## src/rtl/onetoseven_deframer_pkg.sv

```systemverilog
// Shared types and helpers for the 1-to-7 serial deframer.
// Collects a serial bit stream into a 7-slot parallel register.
package deframe_pkg;

    localparam int SLOTS_DEF = 7;
    localparam int SEL_W_DEF = 3;

    typedef enum logic [0:0] {
        IDLE    = 1'b0,
        COLLECT = 1'b1
    } state_t;

    // Out-of-range selects fall back to slot 0, matching the transmit-side mux default.
    function automatic int sel_clamp(input int sel, input int slots);
        int res;
        if (sel >= slots) begin
            res = 0;
        end else begin
            res = sel;
        end
        return res;
    endfunction

endpackage

```

## src/rtl/onetoseven_deframer_if.sv

```systemverilog
// Serial-in / parallel-out bus of the deframer.
// The master drives the stimulus side; the deframer is the slave.
interface onetoseven_deframer_if #(
    parameter int SLOTS = deframe_pkg::SLOTS_DEF,
    parameter int SEL_W = deframe_pkg::SEL_W_DEF
);
    logic             serial_in;
    logic             in_valid;
    logic             mode;
    logic             start;
    logic             manual_we;
    logic [SEL_W-1:0] sel;
    logic [SLOTS-1:0] q;
    logic [SEL_W-1:0] slot;
    logic             busy;
    logic             frame_done;

    modport master (
        output serial_in, in_valid, mode, start, manual_we, sel,
        input  q, slot, busy, frame_done
    );

    modport slave (
        input  serial_in, in_valid, mode, start, manual_we, sel,
        output q, slot, busy, frame_done
    );
endinterface

```

## src/rtl/onetoseven_deframer_slot_counter.sv

```systemverilog
// Slot index counter for auto-mode collection.
// Clear has priority over enable; wraps to zero after the last slot.
module slot_counter #(
    parameter int SLOTS = deframe_pkg::SLOTS_DEF,
    parameter int SEL_W = deframe_pkg::SEL_W_DEF
) (
    input  logic             clk,
    input  logic             rst_n,
    input  logic             clr,
    input  logic             en,
    output logic [SEL_W-1:0] cnt,
    output logic             term
);
    logic [SEL_W-1:0] cnt_r;
    logic             term_s;

    assign term_s = (cnt_r == SEL_W'(SLOTS - 1));
    assign cnt    = cnt_r;
    assign term   = term_s;

    // Counter register: clear, advance, or hold.
    always_ff @(posedge clk or negedge rst_n) begin
        if (!rst_n) begin
            cnt_r <= {SEL_W{1'b0}};
        end else if (clr) begin
            cnt_r <= {SEL_W{1'b0}};
        end else if (en) begin
            cnt_r <= term_s ? {SEL_W{1'b0}} : cnt_r + SEL_W'(1);
        end else begin
            cnt_r <= cnt_r;
        end
    end
endmodule

```

## src/rtl/onetoseven_deframer.sv

```systemverilog
// 1-to-7 deframer: manual single-slot writes or auto collection of a full frame
// into a shadow register that is committed to q in one edge.
module onetoseven_deframer
    import deframe_pkg::*;
#(
    parameter int SLOTS = SLOTS_DEF,
    parameter int SEL_W = SEL_W_DEF
) (
    input  logic                  clk,
    input  logic                  resetn,
    onetoseven_deframer_if.slave  bus
);
    state_t           state_r;
    state_t           state_next_s;
    logic [SLOTS-1:0] shadow_r;
    logic [SLOTS-1:0] q_r;
    logic [SLOTS-1:0] commit_val_s;
    logic             frame_done_r;
    logic             busy_r;
    logic             cnt_clr_s;
    logic             cnt_en_s;
    logic             cnt_term_s;
    logic [SEL_W-1:0] slot_s;
    logic [SEL_W-1:0] sel_idx_s;
    logic             shadow_clr_s;
    logic             shadow_we_s;
    logic             commit_s;
    logic             man_we_s;

    slot_counter #(
        .SLOTS (SLOTS),
        .SEL_W (SEL_W)
    ) u_slot_counter (
        .clk   (clk),
        .rst_n (resetn),
        .clr   (cnt_clr_s),
        .en    (cnt_en_s),
        .cnt   (slot_s),
        .term  (cnt_term_s)
    );

    assign sel_idx_s      = SEL_W'(sel_clamp(int'(bus.sel), SLOTS));
    assign bus.q          = q_r;
    assign bus.slot       = slot_s;
    assign bus.busy       = busy_r;
    assign bus.frame_done = frame_done_r;

    // Next-state and control decode; abort (mode low) outranks restart and data.
    always_comb begin
        state_next_s  = state_r;
        cnt_clr_s     = 1'b0;
        cnt_en_s      = 1'b0;
        shadow_clr_s  = 1'b0;
        shadow_we_s   = 1'b0;
        commit_s      = 1'b0;
        man_we_s      = 1'b0;
        commit_val_s  = shadow_r;
        commit_val_s[SLOTS-1] = bus.serial_in;
        case (state_r)
            IDLE: begin
                if (bus.mode && bus.start) begin
                    state_next_s = COLLECT;
                    cnt_clr_s    = 1'b1;
                    shadow_clr_s = 1'b1;
                end else if (!bus.mode && bus.manual_we) begin
                    man_we_s = 1'b1;
                end else begin
                    state_next_s = IDLE;
                end
            end
            COLLECT: begin
                if (!bus.mode) begin
                    state_next_s = IDLE;
                    cnt_clr_s    = 1'b1;
                end else if (bus.start) begin
                    cnt_clr_s    = 1'b1;
                    shadow_clr_s = 1'b1;
                end else if (bus.in_valid) begin
                    if (cnt_term_s) begin
                        commit_s     = 1'b1;
                        cnt_clr_s    = 1'b1;
                        state_next_s = IDLE;
                    end else begin
                        shadow_we_s = 1'b1;
                        cnt_en_s    = 1'b1;
                    end
                end else begin
                    state_next_s = COLLECT;
                end
            end
            default: begin
                state_next_s = IDLE;
                cnt_clr_s    = 1'b1;
            end
        endcase
    end

    // State register plus registered busy and frame_done status.
    always_ff @(posedge clk or negedge resetn) begin
        if (!resetn) begin
            state_r      <= IDLE;
            busy_r       <= 1'b0;
            frame_done_r <= 1'b0;
        end else begin
            state_r      <= state_next_s;
            busy_r       <= (state_next_s == COLLECT);
            frame_done_r <= commit_s;
        end
    end

    // Shadow register accumulates the frame without disturbing q.
    always_ff @(posedge clk or negedge resetn) begin
        if (!resetn) begin
            shadow_r <= {SLOTS{1'b0}};
        end else if (shadow_clr_s) begin
            shadow_r <= {SLOTS{1'b0}};
        end else if (shadow_we_s) begin
            shadow_r[slot_s] <= bus.serial_in;
        end else begin
            shadow_r <= shadow_r;
        end
    end

    // Output register: whole-frame commit or single-slot manual write.
    always_ff @(posedge clk or negedge resetn) begin
        if (!resetn) begin
            q_r <= {SLOTS{1'b0}};
        end else if (commit_s) begin
            q_r <= commit_val_s;
        end else if (man_we_s) begin
            q_r[sel_idx_s] <= bus.serial_in;
        end else begin
            q_r <= q_r;
        end
    end
endmodule

```

## src/flat_wrapper.sv

```systemverilog
// flat-port wrapper written by rule: the top's interface ports become plain ports
module onetoseven_deframer_flat import deframe_pkg::*;
#(
    parameter int SLOTS = SLOTS_DEF,
    parameter int SEL_W = SEL_W_DEF
)
  (clk, resetn, bus_serial_in, bus_in_valid, bus_mode, bus_start, bus_manual_we, bus_sel, bus_q, bus_slot, bus_busy, bus_frame_done);
  onetoseven_deframer_if #(.SLOTS(SLOTS), .SEL_W(SEL_W)) bus_i ();
  input  logic clk;
  input  logic resetn;
  input wire logic [$bits(bus_i.serial_in)-1:0] bus_serial_in;
  input wire logic [$bits(bus_i.in_valid)-1:0] bus_in_valid;
  input wire logic [$bits(bus_i.mode)-1:0] bus_mode;
  input wire logic [$bits(bus_i.start)-1:0] bus_start;
  input wire logic [$bits(bus_i.manual_we)-1:0] bus_manual_we;
  input wire logic [$bits(bus_i.sel)-1:0] bus_sel;
  output wire logic [$bits(bus_i.q)-1:0] bus_q;
  output wire logic [$bits(bus_i.slot)-1:0] bus_slot;
  output wire logic [$bits(bus_i.busy)-1:0] bus_busy;
  output wire logic [$bits(bus_i.frame_done)-1:0] bus_frame_done;
  assign bus_i.serial_in = bus_serial_in;
  assign bus_i.in_valid = bus_in_valid;
  assign bus_i.mode = bus_mode;
  assign bus_i.start = bus_start;
  assign bus_i.manual_we = bus_manual_we;
  assign bus_i.sel = bus_sel;
  assign bus_q = bus_i.q;
  assign bus_slot = bus_i.slot;
  assign bus_busy = bus_i.busy;
  assign bus_frame_done = bus_i.frame_done;
  onetoseven_deframer #(.SLOTS(SLOTS), .SEL_W(SEL_W)) u_core (.clk(clk), .resetn(resetn), .bus(bus_i));
endmodule
```

## config.mk

```make
export PLATFORM = sky130hd
export DESIGN_NAME = onetoseven_deframer_flat
export DESIGN_NICKNAME = d
export VERILOG_FILES = /design/src/rtl/onetoseven_deframer_pkg.sv /design/src/rtl/onetoseven_deframer_if.sv /design/src/rtl/onetoseven_deframer_slot_counter.sv /design/src/rtl/onetoseven_deframer.sv /design/src/flat_wrapper.sv
export SDC_FILE = /design/constraint.sdc
export NUM_CORES = 1
export LEC_CHECK = 0
export ABC_AREA = 1
export BUFFER_PORTS_ARGS = -buffer_cell sky130_fd_sc_hd__buf_2
export CAP_MARGIN = 20
export CORE_ASPECT_RATIO = 0.75
export CORE_MARGIN = 2
export CORE_UTILIZATION = 46
export CTS_CLUSTER_DIAMETER = 40
export DETAILED_ROUTE_END_ITERATION = 8
export GPL_ROUTABILITY_DRIVEN = 0
export PLACE_DENSITY = 0.75
export SYNTH_ARGS = -nofsm -noshare
export SYNTH_HDL_FRONTEND = slang
export SYNTH_SLANG_ARGS = --single-unit
```

## constraint.sdc

```tcl
create_clock -name clk -period 1.3 [get_ports clk]
set_clock_uncertainty 0.1 [all_clocks]
set_input_delay 0.065 -clock clk [delete_from_list [all_inputs] [get_ports clk]]
set_output_delay 0.065 -clock clk [all_outputs]
set_load 0.005 [all_outputs]
```

==> results_dict.tcl <==
set metrics [dict create \
    status "finished with violations" \
    violations "setup timing" \
    r2r_cells 7 \
    cp-end-kind "flip-flop" \
    drc_errors 0 \
    cp_top_family "simple AND/OR/NAND/NOR gates" \
    pin_count 22 \
    fin_crit_sh_pct 103 \
    tns_ns -0.199 \
    r2r_slack_ns -0.04 \
    via_count 1197 \
    reg2reg_from "u_core.state_r$_DFF_PN0_" \
    hold_class "in2reg" \
    cpPeakStageDelay_ns 0.40 \
    synthFlopType "dfrtp_1" \
    synthToLayoutAreaGrowth_pct 36.8 \
    grt_pass1_wl_mm 4.13 \
    clkTransAtPathRegs_ns 0.11 \
    endpoint "u_core.shadow_r[1]$_DFFE_PN0P_" \
    synthMostInstantiatedCell "nand2_1" \
    antenna_found_initial 0 \
    path_class "reg2reg" \
    worst_setup_path_start_kind "flip-flop" \
    yosysTopAreaCell "dfrtp_1" \
    grt_overflow 0 \
    grt_pass1_vias 966 \
    clockRootBuffer "clkbuf_4" \
    cts_tree "built" \
    dpl_worst_slack_ns -0.0795 \
    cp.depth 7 \
    drt-pass1-iter-count 4 \
    hold_viol 0 \
    avgRoutedWirePerCell_um 10.9 \
    powerDensity_mw_per_mm2 790 \
    numCtsBuffers 3 \
    worstPathCellList "nand2_2 > nor2_8 > nand2_4 > nor2_4 > nand3_1 > nand2_1 > inv_1" \
    clk_latency_ns 0.30 \
    whs_ns 0.0133 \
    startpoint "u_core.state_r$_DFF_PN0_" \
    fp.coreArea_mm2 0.00229 \
    ant_nets 0 \
    cpMaxStageDelayCell "dfrtp_1" \
    vdd.ir_drop.worst_mv 0.521 \
    max-clock-path-buffers 2 \
    worst_slew_pin_slew_ns 0.393 \
    synth_area_per_cell_um2 6.84 \
    dp_hpwl_mm 1.95 \
    worstPathMaxFanout 7 \
    synthTopCellsByArea "dfrtp_1 40%, nand2_1 22%, nand3_1 11%, inv_1 6.4%, nor2_1 4.4%" \
    htree_num_levels 1 \
    rsz0062_at_grt "true" \
    drv_slew 0 \
    routed_wl_mm 2.65 \
    initial_core_util_pct 48.7 \
    syn_nets 173 \
    die_w_um 60.8 \
    syn_inst 163 \
    synth_seq_cells 18 \
    relSlewSlack_pct 73.8 \
    grt_max_degree 19 \
    maxCapViolCount 0 \
    setup_viol 8 \
    dieHeight_um 46.6 \
    grt_util_all_layers_pct 20.2 \
    design_area_mm2 0.00153 \
    ys_seq_area_share_pct 40.4 \
    path_buf_inv 1 \
    p_leak_nw 0.881 \
    fin_crit_ns 1.34 \
    fin_ws_ns -0.0390 \
    fillers 209 \
    crit_arrival_ns 1.43 \
    cp.required_ns 1.39 \
    clock_sinks 18 \
    avgViaCountPerCell 4.95 \
    antenna_cells 0 \
    rows 15 \
    synth_edf_count 0 \
    nNetsFinal 219 \
    ys_async_sr_fraction_pct 100 \
    portBuffers 21 \
    ys_types 22 \
    die_area_mm2 0.00284 \
    synth_area_mm2 0.00111 \
    synth_top_area_share_pct 40.4 \
    fmax_mhz 747 \
    drive_gt1_share_pct 34.6 \
    placed_cell_area_mm2 0.00133 \
    drtIter0Drc 32 \
    yosysWarnings 0 \
    ys_top_cells_by_count "64 x nand2_1, 24 x nand3_1, 19 x inv_1" \
    r2r-end "u_core.shadow_r[1]$_DFFE_PN0P_" \
]
==> stage by stage <==
step | cells | power [mW] | util (%)
2_1_floorplan | 163 | 0.768 | -
3_3_place_gp | 227 | 0.889 | 58.2
3_5_place_dp | 227 | 0.899 | 58.2
4_1_cts | 241 | 1.21 | 64.6
5_1_grt | 242 | 1.28 | 66.6
6_report | 242 | 1.21 | 66.6
==> layer usage <==
layer / vias to the layer above / share of wire, % / GRT usage [%]
met1: 552 / 49 / 28.4
met4: 0 / 0.94 / 3.91
met3: 4 / 4.5 / 5.34
met5: - / 0 / 0
met2: 25 / 45 / 31.4
li1: 616 / - / -
==> power breakdown <==
part	internal (mW)	switching [mW]	total [mW]
clock	0.119	0.168	0.287
combinational	0.128	0.153	0.281
sequential	0.609	0.0280	0.637
total	0.856	0.349	1.21
==> area by class of cell <==
cell class	count	area (um^2)	area share, %
inverter	20	82.6	5.41
clock buffer	4	26.3	1.72
timing repair buffer	40	260	17.1
multi-input combinational	126	662	43.4
tap	34	42.5	2.79
sequential	18	452	29.6
==> worst min-delay path by stage <==
| stage | from | endpoint | slack (ns) | cells past startpoint |
|---|---|---|---|---|
| floorplan | resetn | u_core.bus.frame_done$_DFF_PN0_ | -0.33 | 0 |
| global placement | resetn | u_core.u_slot_counter.cnt[1]$_DFFE_PN0P_ | -0.09 | 1 |
| detailed placement | resetn | u_core.u_slot_counter.cnt[1]$_DFFE_PN0P_ | -0.08 | 1 |
| CTS | bus_mode | u_core.state_r$_DFF_PN0_ | 0.01 | 3 |
| global route | bus_mode | u_core.state_r$_DFF_PN0_ | 0.06 | 3 |
| finish | bus_mode | u_core.state_r$_DFF_PN0_ | 0.01 | 3 |
==> cells in the final DEF (no fill, tap or decap), types with 4 or more instances in the layout <==
master,netlist,layout
nand2_2,3,7
nor2_1,13,9
nand2_1,64,60
inv_1,19,16
nor2_4,2,4
buf_2,0,21
nor2_2,1,4
nand3_1,24,18
buf_4,0,15
nand3_2,0,6
dfrtp_1,18,17
==> flip-flops by register name, indices dropped and copies added, names as in the netlist <==
name	count
u_core.bus.frame_done	1
u_core.bus.q	7
u_core.shadow_r	6
u_core.state_r	1
u_core.u_slot_counter.cnt	3
==> repair_timing <==
| action | in CTS | in global routing |
|---|---|---|
| hold endpoints to repair | 19 | 0 |
| pin swaps | 9 | 7 |
| gates resized for setup | 12 | 12 |
| hold buffers | 2 | 0 |
| endpoints found under the setup margin | 13 | 17 |
| gates cloned | 2 | 0 |
| setup buffers | 6 | 1 |
==> logic make-up after synthesis <==
logic type             after synthesis  share of synthesized area, %
AOI/OAI and AO/OA                    6                          3.03
buffers and inverters               21                          7.97
DFF                                 18                          40.4
and+or+nand+nor                    118                          48.6
==> worst register-to-register path: stages, from the launching register on <==
cell	delay, ns
dfrtp_1	0.40
nand2_2	0.11
nor2_8	0.12
nand2_4	0.08
nor2_4	0.19
nand3_1	0.10
nand2_1	0.08
inv_1	0.04
(Power assumes the default switching activity.)
